<file path="src/rtl/uart_rx_deframer.sv">
// -----------------------------------------------------------------------------
// uart_rx_deframer
//
// Purpose:
//   Receives a UART serial stream and recovers parallel words. A frame is a
//   start bit (0), DATA_WIDTH data bits sent LSB first, an optional parity bit,
//   and a stop bit (1). RX_IN is oversampled at PRESCALE clocks per bit and
//   sampled at mid-bit. Each frame produces either a one-cycle data_valid
//   strobe or a one-cycle error strobe. A false start produces no strobe.
//
// Parameters:
//   DATA_WIDTH  data bits per frame (2 or more)
//   PRESCALE    clk cycles per serial bit, even, 4..32
//
// Ports:
//   clk         in   rising-edge clock
//   rst         in   synchronous active-high reset, dominates all inputs
//   RX_IN       in   serial line, idles high
//   par_en      in   1 = frame carries a parity bit (latched at start detect)
//   par_type    in   0 = even, 1 = odd parity (latched at start detect)
//   data_out    out  last correctly received word
//   data_valid  out  one-cycle strobe, data_out is new this cycle
//   par_err     out  one-cycle strobe, parity mismatch
//   stp_err     out  one-cycle strobe, stop bit sampled 0
//   busy        out  high while a frame is being received
//
// Build option:
//   UART_RX_MAJORITY_EN  when defined, each bit is the 2-of-3 majority of the
//                        samples at PRESCALE/2-1, PRESCALE/2 and PRESCALE/2+1,
//                        and the decision moves one cycle later. When
//                        undefined, a single sample is taken at PRESCALE/2.
//
// FSM states:
//   state    | meaning
//   ---------+----------------------------------------------------------
//   S_IDLE   | line idle, waiting for rx_s low (start detect)
//   S_START  | inside the start bit, confirms it at mid-bit
//   S_DATA   | shifting in data bits LSB first
//   S_PARITY | sampling the parity bit
//   S_STOP   | sampling the stop bit, strobes issued the next cycle
// -----------------------------------------------------------------------------
module uart_rx_deframer #(
  parameter int DATA_WIDTH = 8,
  parameter int PRESCALE   = 8
) (
  input  logic                  clk,
  input  logic                  rst,
  input  logic                  RX_IN,
  input  logic                  par_en,
  input  logic                  par_type,
  output logic [DATA_WIDTH-1:0] data_out,
  output logic                  data_valid,
  output logic                  par_err,
  output logic                  stp_err,
  output logic                  busy
);

  localparam int CW = $clog2(PRESCALE);
  localparam int BW = (DATA_WIDTH > 1) ? $clog2(DATA_WIDTH) : 1;

  localparam logic [CW-1:0] CNT_LAST = CW'(PRESCALE - 1);
`ifdef UART_RX_MAJORITY_EN
  localparam logic [CW-1:0] CNT_PRE  = CW'(PRESCALE / 2 - 1);
  localparam logic [CW-1:0] CNT_MID  = CW'(PRESCALE / 2);
  localparam logic [CW-1:0] CNT_DEC  = CW'(PRESCALE / 2 + 1);
`else
  localparam logic [CW-1:0] CNT_DEC  = CW'(PRESCALE / 2);
`endif
  localparam logic [BW-1:0] IDX_LAST = BW'(DATA_WIDTH - 1);

  typedef enum logic [2:0] {
    S_IDLE   = 3'd0,
    S_START  = 3'd1,
    S_DATA   = 3'd2,
    S_PARITY = 3'd3,
    S_STOP   = 3'd4
  } state_t;

  // Synchroniser and FSM
  logic                  r_rx_meta;
  logic                  r_rx_s;
  state_t                r_state;
  state_t                w_state_nxt;

  // Bit timing
  logic [CW-1:0]         r_cnt;
  logic [BW-1:0]         r_bit_idx;

  // Frame-local data
  logic [DATA_WIDTH-1:0] r_shift;
  logic                  r_par_en;
  logic                  r_par_type;
  logic                  r_par_bad;

  // Registered outputs
  logic [DATA_WIDTH-1:0] r_data_out;
  logic                  r_data_valid;
  logic                  r_par_err;
  logic                  r_stp_err;

  // Decoded controls
  logic                  w_dec;
  logic                  w_bit;
  logic                  w_last_bit;
  logic                  w_par_exp;
  logic                  w_busy;
  logic                  w_start_det;
  logic                  w_shift_en;
  logic                  w_par_smp;
  logic                  w_stop_smp;

  // ---------------------------------------------------------------------------
  // Input synchroniser; resets to the idle level so a reset never looks like
  // a start bit.
  // ---------------------------------------------------------------------------
  always_ff @(posedge clk) begin
    if (rst) begin
      r_rx_meta <= 1'b1;
      r_rx_s    <= 1'b1;
    end else begin
      r_rx_meta <= RX_IN;
      r_rx_s    <= r_rx_meta;
    end
  end

  // ---------------------------------------------------------------------------
  // Bit value at the decision cycle
  // ---------------------------------------------------------------------------
  assign w_dec = (r_cnt == CNT_DEC);

`ifdef UART_RX_MAJORITY_EN
  logic r_smp_pre;
  logic r_smp_mid;

  // The first two of the three samples are held; the third is the live rx_s
  // in the decision cycle itself.
  always_ff @(posedge clk) begin
    if (rst) begin
      r_smp_pre <= 1'b1;
      r_smp_mid <= 1'b1;
    end else begin
      if (r_cnt == CNT_PRE) r_smp_pre <= r_rx_s;
      if (r_cnt == CNT_MID) r_smp_mid <= r_rx_s;
    end
  end

  assign w_bit = (r_smp_pre & r_smp_mid) |
                 (r_smp_pre & r_rx_s)    |
                 (r_smp_mid & r_rx_s);
`else
  assign w_bit = r_rx_s;
`endif

  assign w_last_bit = (r_bit_idx == IDX_LAST);
  assign w_par_exp  = (^r_shift) ^ r_par_type;

  // ---------------------------------------------------------------------------
  // FSM: state register
  // ---------------------------------------------------------------------------
  always_ff @(posedge clk) begin
    if (rst) r_state <= S_IDLE;
    else     r_state <= w_state_nxt;
  end

  // ---------------------------------------------------------------------------
  // FSM: next-state logic
  // ---------------------------------------------------------------------------
  always_comb begin
    w_state_nxt = r_state;
    case (r_state)
      S_IDLE:   if (!r_rx_s) w_state_nxt = S_START;
      S_START:  if (w_dec)   w_state_nxt = w_bit ? S_IDLE : S_DATA;
      S_DATA:   if (w_dec && w_last_bit)
                  w_state_nxt = r_par_en ? S_PARITY : S_STOP;
      S_PARITY: if (w_dec)   w_state_nxt = S_STOP;
      S_STOP:   if (w_dec)   w_state_nxt = S_IDLE;
      default:  w_state_nxt = S_IDLE;
    endcase
  end

  // ---------------------------------------------------------------------------
  // FSM: output / control decode
  // ---------------------------------------------------------------------------
  always_comb begin
    w_busy      = 1'b0;
    w_start_det = 1'b0;
    w_shift_en  = 1'b0;
    w_par_smp   = 1'b0;
    w_stop_smp  = 1'b0;
    case (r_state)
      S_IDLE:   w_start_det = ~r_rx_s;
      S_START:  w_busy      = 1'b1;
      S_DATA: begin
        w_busy     = 1'b1;
        w_shift_en = w_dec;
      end
      S_PARITY: begin
        w_busy    = 1'b1;
        w_par_smp = w_dec;
      end
      S_STOP: begin
        w_busy     = 1'b1;
        w_stop_smp = w_dec;
      end
      default: w_busy = 1'b0;
    endcase
  end

  // ---------------------------------------------------------------------------
  // Bit timer. The start-detect cycle is cnt = 0, so the first START cycle
  // carries cnt = 1. Whenever the FSM heads back to IDLE the timer is cleared
  // so the next start edge is measured from zero.
  // ---------------------------------------------------------------------------
  always_ff @(posedge clk) begin
    if (rst) begin
      r_cnt <= '0;
    end else if (w_state_nxt == S_IDLE) begin
      r_cnt <= '0;
    end else if (r_state == S_IDLE) begin
      r_cnt <= CW'(1);
    end else if (r_cnt == CNT_LAST) begin
      r_cnt <= '0;
    end else begin
      r_cnt <= r_cnt + 1'b1;
    end
  end

  always_ff @(posedge clk) begin
    if (rst) begin
      r_bit_idx <= '0;
    end else if (w_start_det) begin
      r_bit_idx <= '0;
    end else if (w_shift_en) begin
      r_bit_idx <= w_last_bit ? '0 : r_bit_idx + 1'b1;
    end
  end

  // ---------------------------------------------------------------------------
  // Frame datapath and registered strobes
  // ---------------------------------------------------------------------------
  always_ff @(posedge clk) begin
    if (rst) begin
      r_shift      <= '0;
      r_par_en     <= 1'b0;
      r_par_type   <= 1'b0;
      r_par_bad    <= 1'b0;
      r_data_out   <= '0;
      r_data_valid <= 1'b0;
      r_par_err    <= 1'b0;
      r_stp_err    <= 1'b0;
    end else begin
      r_data_valid <= 1'b0;
      r_par_err    <= 1'b0;
      r_stp_err    <= 1'b0;

      // Parity settings are frozen per frame so mid-frame changes are ignored.
      if (w_start_det) begin
        r_par_en   <= par_en;
        r_par_type <= par_type;
        r_par_bad  <= 1'b0;
      end

      // LSB arrives first, so new bits enter at the top and shift down.
      if (w_shift_en) r_shift <= {w_bit, r_shift[DATA_WIDTH-1:1]};

      if (w_par_smp) r_par_bad <= (w_bit != w_par_exp);

      // Both error strobes may fire together; data_out only moves on a
      // clean frame.
      if (w_stop_smp) begin
        r_stp_err <= ~w_bit;
        r_par_err <= r_par_bad;
        if (w_bit && !r_par_bad) begin
          r_data_valid <= 1'b1;
          r_data_out   <= r_shift;
        end
      end
    end
  end

  assign data_out   = r_data_out;
  assign data_valid = r_data_valid;
  assign par_err    = r_par_err;
  assign stp_err    = r_stp_err;
  assign busy       = w_busy;

endmodule

</file>
<file path="config.mk">
export PLATFORM = sky130hd
export DESIGN_NAME = uart_rx_deframer
export DESIGN_NICKNAME = d
export VERILOG_FILES = /design/src/rtl/uart_rx_deframer.sv
export SDC_FILE = /design/constraint.sdc
export NUM_CORES = 1
export LEC_CHECK = 0
export ABC_AREA = 0
export BUFFER_PORTS_ARGS = -buffer_cell sky130_fd_sc_hd__buf_2
export CAP_MARGIN = 20
export CORE_MARGIN = 2
export CORE_UTILIZATION = 50
export DETAILED_ROUTE_END_ITERATION = 8
export PLACE_DENSITY = 0.8
export SLEW_MARGIN = 20
export SYNTH_ARGS = -nofsm -noshare
export SYNTH_HDL_FRONTEND = slang
export SYNTH_SLANG_ARGS = --single-unit
export TNS_END_PERCENT = 5
</file>
<file path="constraint.sdc">
create_clock -name clk -period 5.05 [get_ports clk]
set_input_delay 0 -clock clk [delete_from_list [all_inputs] [get_ports clk]]
set_output_delay 0 -clock clk [all_outputs]
set_load 0.05 [all_outputs]
</file>
-- Yosys cells after proc, flatten, opt, wreduce, memory -nomap -nowiden
Index checks and enable logic that the tools add are counted.
- register bits: 33
- input bits: 5
- output and inout port bits: 12
- $add $sub $neg: 2
- eq/ne operators: 8
- multiplexer cells: 19
- bitwise logic cells: 3
- reductions and logical operators: 13
- operators with widths (cell ; count):
    3-bit two-way mux ; 7
    3-bit case mux with 5 select lines ; 1
    3-bit == test (second input constant) ; 4
    1-bit two-way mux ; 10
    4-bit OR reduction ; 2
    8-bit XOR reduction ; 1
    3-bit by 1-bit adder with 3-bit output (second input constant) ; 2
    3-bit by 2-bit == test with 1-bit output (second input constant) ; 2
    3-bit zero test ; 2
    2-bit OR reduction ; 3
    3-bit by 1-bit == test with 1-bit output (second input constant) ; 1
    1-bit logical AND ; 2
    2-bit two-way mux ; 1
    1-bit NOT ; 2
    2-bit AND reduction ; 1
    2-bit nonzero test ; 1
    1-bit zero test ; 1
    1-bit != test ; 1
    1-bit bitwise XOR ; 1

-- Depth between registers and ports, before layout
- word-level depth: 6
- depth in mapped cells: 7

-- Worst setup path after synthesis
OpenSTA, ideal clock, no wires.
- path type: flip-flop to flip-flop
- start: reg r_cnt[0]
- end: reg r_cnt[1]
- library setup time: 0.096 ns
- data arrival time: 1.533 ns
- required time: 4.954 ns
- path slack: 3.421 ns
- stages on the path, launching flop included: 8
- path buffers: 0
- period minus slack after synthesis: 1.629 ns
- cell sequence: dfxtp_1 inv_1 ha_1 nand2_1 or4_1 a31oi_1 o21ai_1 nor4b_1
- word-level cells in the longest chain between the ends: 6
- elaborated cells between the ends (all ways): 11
- RTL lines (what ; RTL line ; source):
    start: declaration ; 86 ; logic [CW-1:0] r_cnt;
    start signal: assignment ; 224 ; r_cnt <= r_cnt + 1'b1;
    3-bit == test ; 129 ; assign w_dec = (r_cnt == CNT_DEC);
    1-bit logical AND ; 173 ; S_DATA: if (w_dec && w_last_bit)
    3-bit two-way mux ; 173 ;
    3-bit case mux with 5 select lines ; 170 ; case (r_state)
    3-bit zero test ; 217 ; end else if (w_state_nxt == S_IDLE) begin
    4-bit OR reduction (no source line) ; -- ;
Several ways; a longest one is shown, not always the timed one.
A chain may end at the register's enable or synchronous reset.

-- Worst setup path after layout
- start: reg r_cnt[0]
- end: reg r_bit_idx[2]
- word-level cells in the longest chain between the ends: 2
- RTL lines (what ; RTL line ; source):
    3-bit == test ; 129 ;
    1-bit two-way mux ; 190 ; case (r_state)
    end signal: assignment ; 234 ; r_bit_idx <= w_last_bit ? '0 : r_bit_idx + 1'b1;
    end: declaration ; 87 ; logic [BW-1:0] r_bit_idx;
Every way passes these cells.

==> results.toml <==
[outcome]
outcome = "complete, no violations"

[min_path]
min_path_type = "input port to flip-flop"

[finish]
num_antenna_cells = 0
final_layout_size_suffix_gt1_share_pct = 15.3
final_nets = 185
fillCellCount = 246
area_growth_pct = 12.9
final_common_cell = "dfxtp_1"
layout_common_cells = "dfxtp_1 (33), nor2_1 (23), buf_2 (16), nand2_1 (15), mux2i_1 (12)"

[cts]
ctsResizeCount = 0
clk_path_buf_depth = 2
cts_tree = "built"
cts_sinks = 33
htree_levels = 2
cts_buffers = 5
clk_pin_slew_ns = 0.10
cts_root_buffer = "clkbuf_4"
post_cts_buffers = 0
clkLatencyLatePin_ns = 0.34

[timing]
fin_crit_sh_pct = 41.6
final-setup-viol-count = 0
timing.final.ws_setup_ns = 2.95
min_period_ns = 2.10
worst_pin_slew_ns = 0.761
finalHoldViolations = 0
maxSlewViolCount = 0
max_slew_margin_pct = 49.1
rsz0062_at_grt = "false"
setup-tns-final_ns = 0
max_clock_freq_ghz = 0.476
final.setup_skew_ns = 0.0139

[floorplan]
start_util_pct = 52.0
io_pins = 17
fp.dieH_um = 57.3
fp.dieW_um = 57.3
rows = 19
die-area_um2 = 3290
fp.coreArea_um2 = 2730

[power]
leakagePower_nw = 0.680
power-per-cell-area_nw_per_um2 = 305
peakVddDrop_v = 0.000224

[drt]
vias = 1089
wl_per_cell_um = 11.9
routed_via_density = 5.26
route.detailed.drc = 0
drt_iter0_drc = 27
drtPass1Iterations = 4
drt.antenna.violating_nets = 0
drt_wl_total_um = 2470

[yosys]
ys_ff_latch = 33
synth_top_area_share_pct = 46.5
yosysTopAreaCell = "dfxtp_1"
synth_area_leaders = "dfxtp_1 (46%), mux2i_1 (8.5%), nor2_1 (6.1%)"
ys_types = 36
async_reset_ff_share_pct = 0
synth_edf_count = 0
ys.flop_type = "dfxtp_1"
syn_area_um2 = 1420
ys_warn_count = 0
syn-mean-instance-area_um2 = 8.94
synth_fp_nets = 169
ys_seq_area_share_pct = 46.5
netlist_instances = 159

[worst_setup_path]
crit_type = "flip-flop to flip-flop"
crit_path_start_kind = "flip-flop"
end_kind = "flip-flop"
critical_path.max_fanout = 12
cp.required_ns = 5.28
cp.arrival_ns = 2.33

[grt]
grt_max_degree = 27
antenna_found_initial = 0
grt_use_total_pct = 17.5
grt_overflow_total = 0
grt_pass1_vias = 1010
grt_pass1_wl_um = 4370

[run]
cap_violations = 0

[placement]
dp_hpwl_um = 1730
io_buffers = 16
gp_congestion = 0.789
pre_cts_ws_ns = 2.99
## kinds of logic after synthesis
logic type	share of synthesized area, %
buffers and inverters	4.93
AO/OA/AOI/OAI	11.0
flip-flops	46.5
AND/OR/NAND/NOR	18.6
XOR/XNOR	6.16
multiplexers	8.45
adder cells (fa/ha/maj)	4.40
## worst max-delay path: stages (launching register included)
cell	delay [ns]
dfxtp_1	0.33
inv_1	0.06
ha_1	0.20
nand4b_1	0.34
nor2_1	0.71
mux2i_1	0.29
nor2_1	0.06
## timing repair
| action | 4_1_cts | 5_1_grt |
|---|---|---|
| setup endpoints to repair | 0 | 0 |
| hold endpoints to repair | 3 | 0 |
| hold buffers | 3 | 0 |
## Yosys cell counts, drive strengths merged, types with 2 or more instances
master	instances
xnor2	8
a21oi	11
nand2	15
clkbuf	6
nor4b	2
or2	4
nor3b	2
mux2i	12
inv	4
ha	5
nor2	23
buf	4
a21boi	2
o21ai	10
nand3	2
dfxtp	33
xor2	2
o211ai	2
## flip-flops by register name, summed over array words and instances, names as in the netlist
| signal | cells |
|---|---|
| r_par_type | 1 |
| r_cnt | 3 |
| r_par_bad | 1 |
| r_state | 3 |
| r_rx_s | 1 |
| par_err | 1 |
| r_rx_meta | 1 |
| r_par_en | 1 |
| data_valid | 1 |
| stp_err | 1 |
| r_bit_idx | 3 |
| r_shift | 8 |
| data_out | 8 |
## power by group
| part | switching (mW) | internal [mW] |
|---|---|---|
| sequential | 0.00339 | 0.262 |
| clock | 0.0864 | 0.118 |
| combinational | 0.0109 | 0.00836 |
| total | 0.101 | 0.389 |
## worst paths after layout
check                  from           end  slack (ns)  depth (start not counted)
setup / recovery   r_cnt[0]  r_bit_idx[2]        2.95                          6
hold / removal          rst   data_out[0]        0.07                          2
setup reg to reg   r_cnt[0]  r_bit_idx[2]        2.95                          6
hold reg to reg   r_rx_meta        r_rx_s        0.42                          1
## stage by stage
step                      hold slack [ns]  instance area [µm²]  power (mW)  utilization [%]  instances
after global placement              0.185                 1490       0.289             54.5        196
after floorplan                     0.104                 1420       0.286                -        159
after detailed placement            0.189                 1490       0.289             54.5        196
after global routing                0.107                 1600       0.507             58.7        207
final                              0.0691                 1600       0.490             58.7        207
after CTS                          0.0715                 1600       0.494             58.7        207
## per-layer routing
layer  vias to the layer above  GRT usage, %  share of wire (%)
met3                         5          4.76                3.9
met4                         0          10.3                2.1
met2                        23          25.0                 44
li1                        564             -                  -
met5                         -             0                  0
met1                       497          23.7                 49
## layout make-up
class,instances,area (µm²),area share [%]
Sequential cell,33,661,41.2
Tap cell,31,38.8,2.42
Clock buffer,7,55.1,3.43
Clock inverter,1,30.0,1.87
Timing Repair Buffer,19,110,6.86
Inverter,5,18.8,1.17
Multi-Input combinational cell,111,691,43.1
No activity file was read; power rests on OpenSTA's default activity.
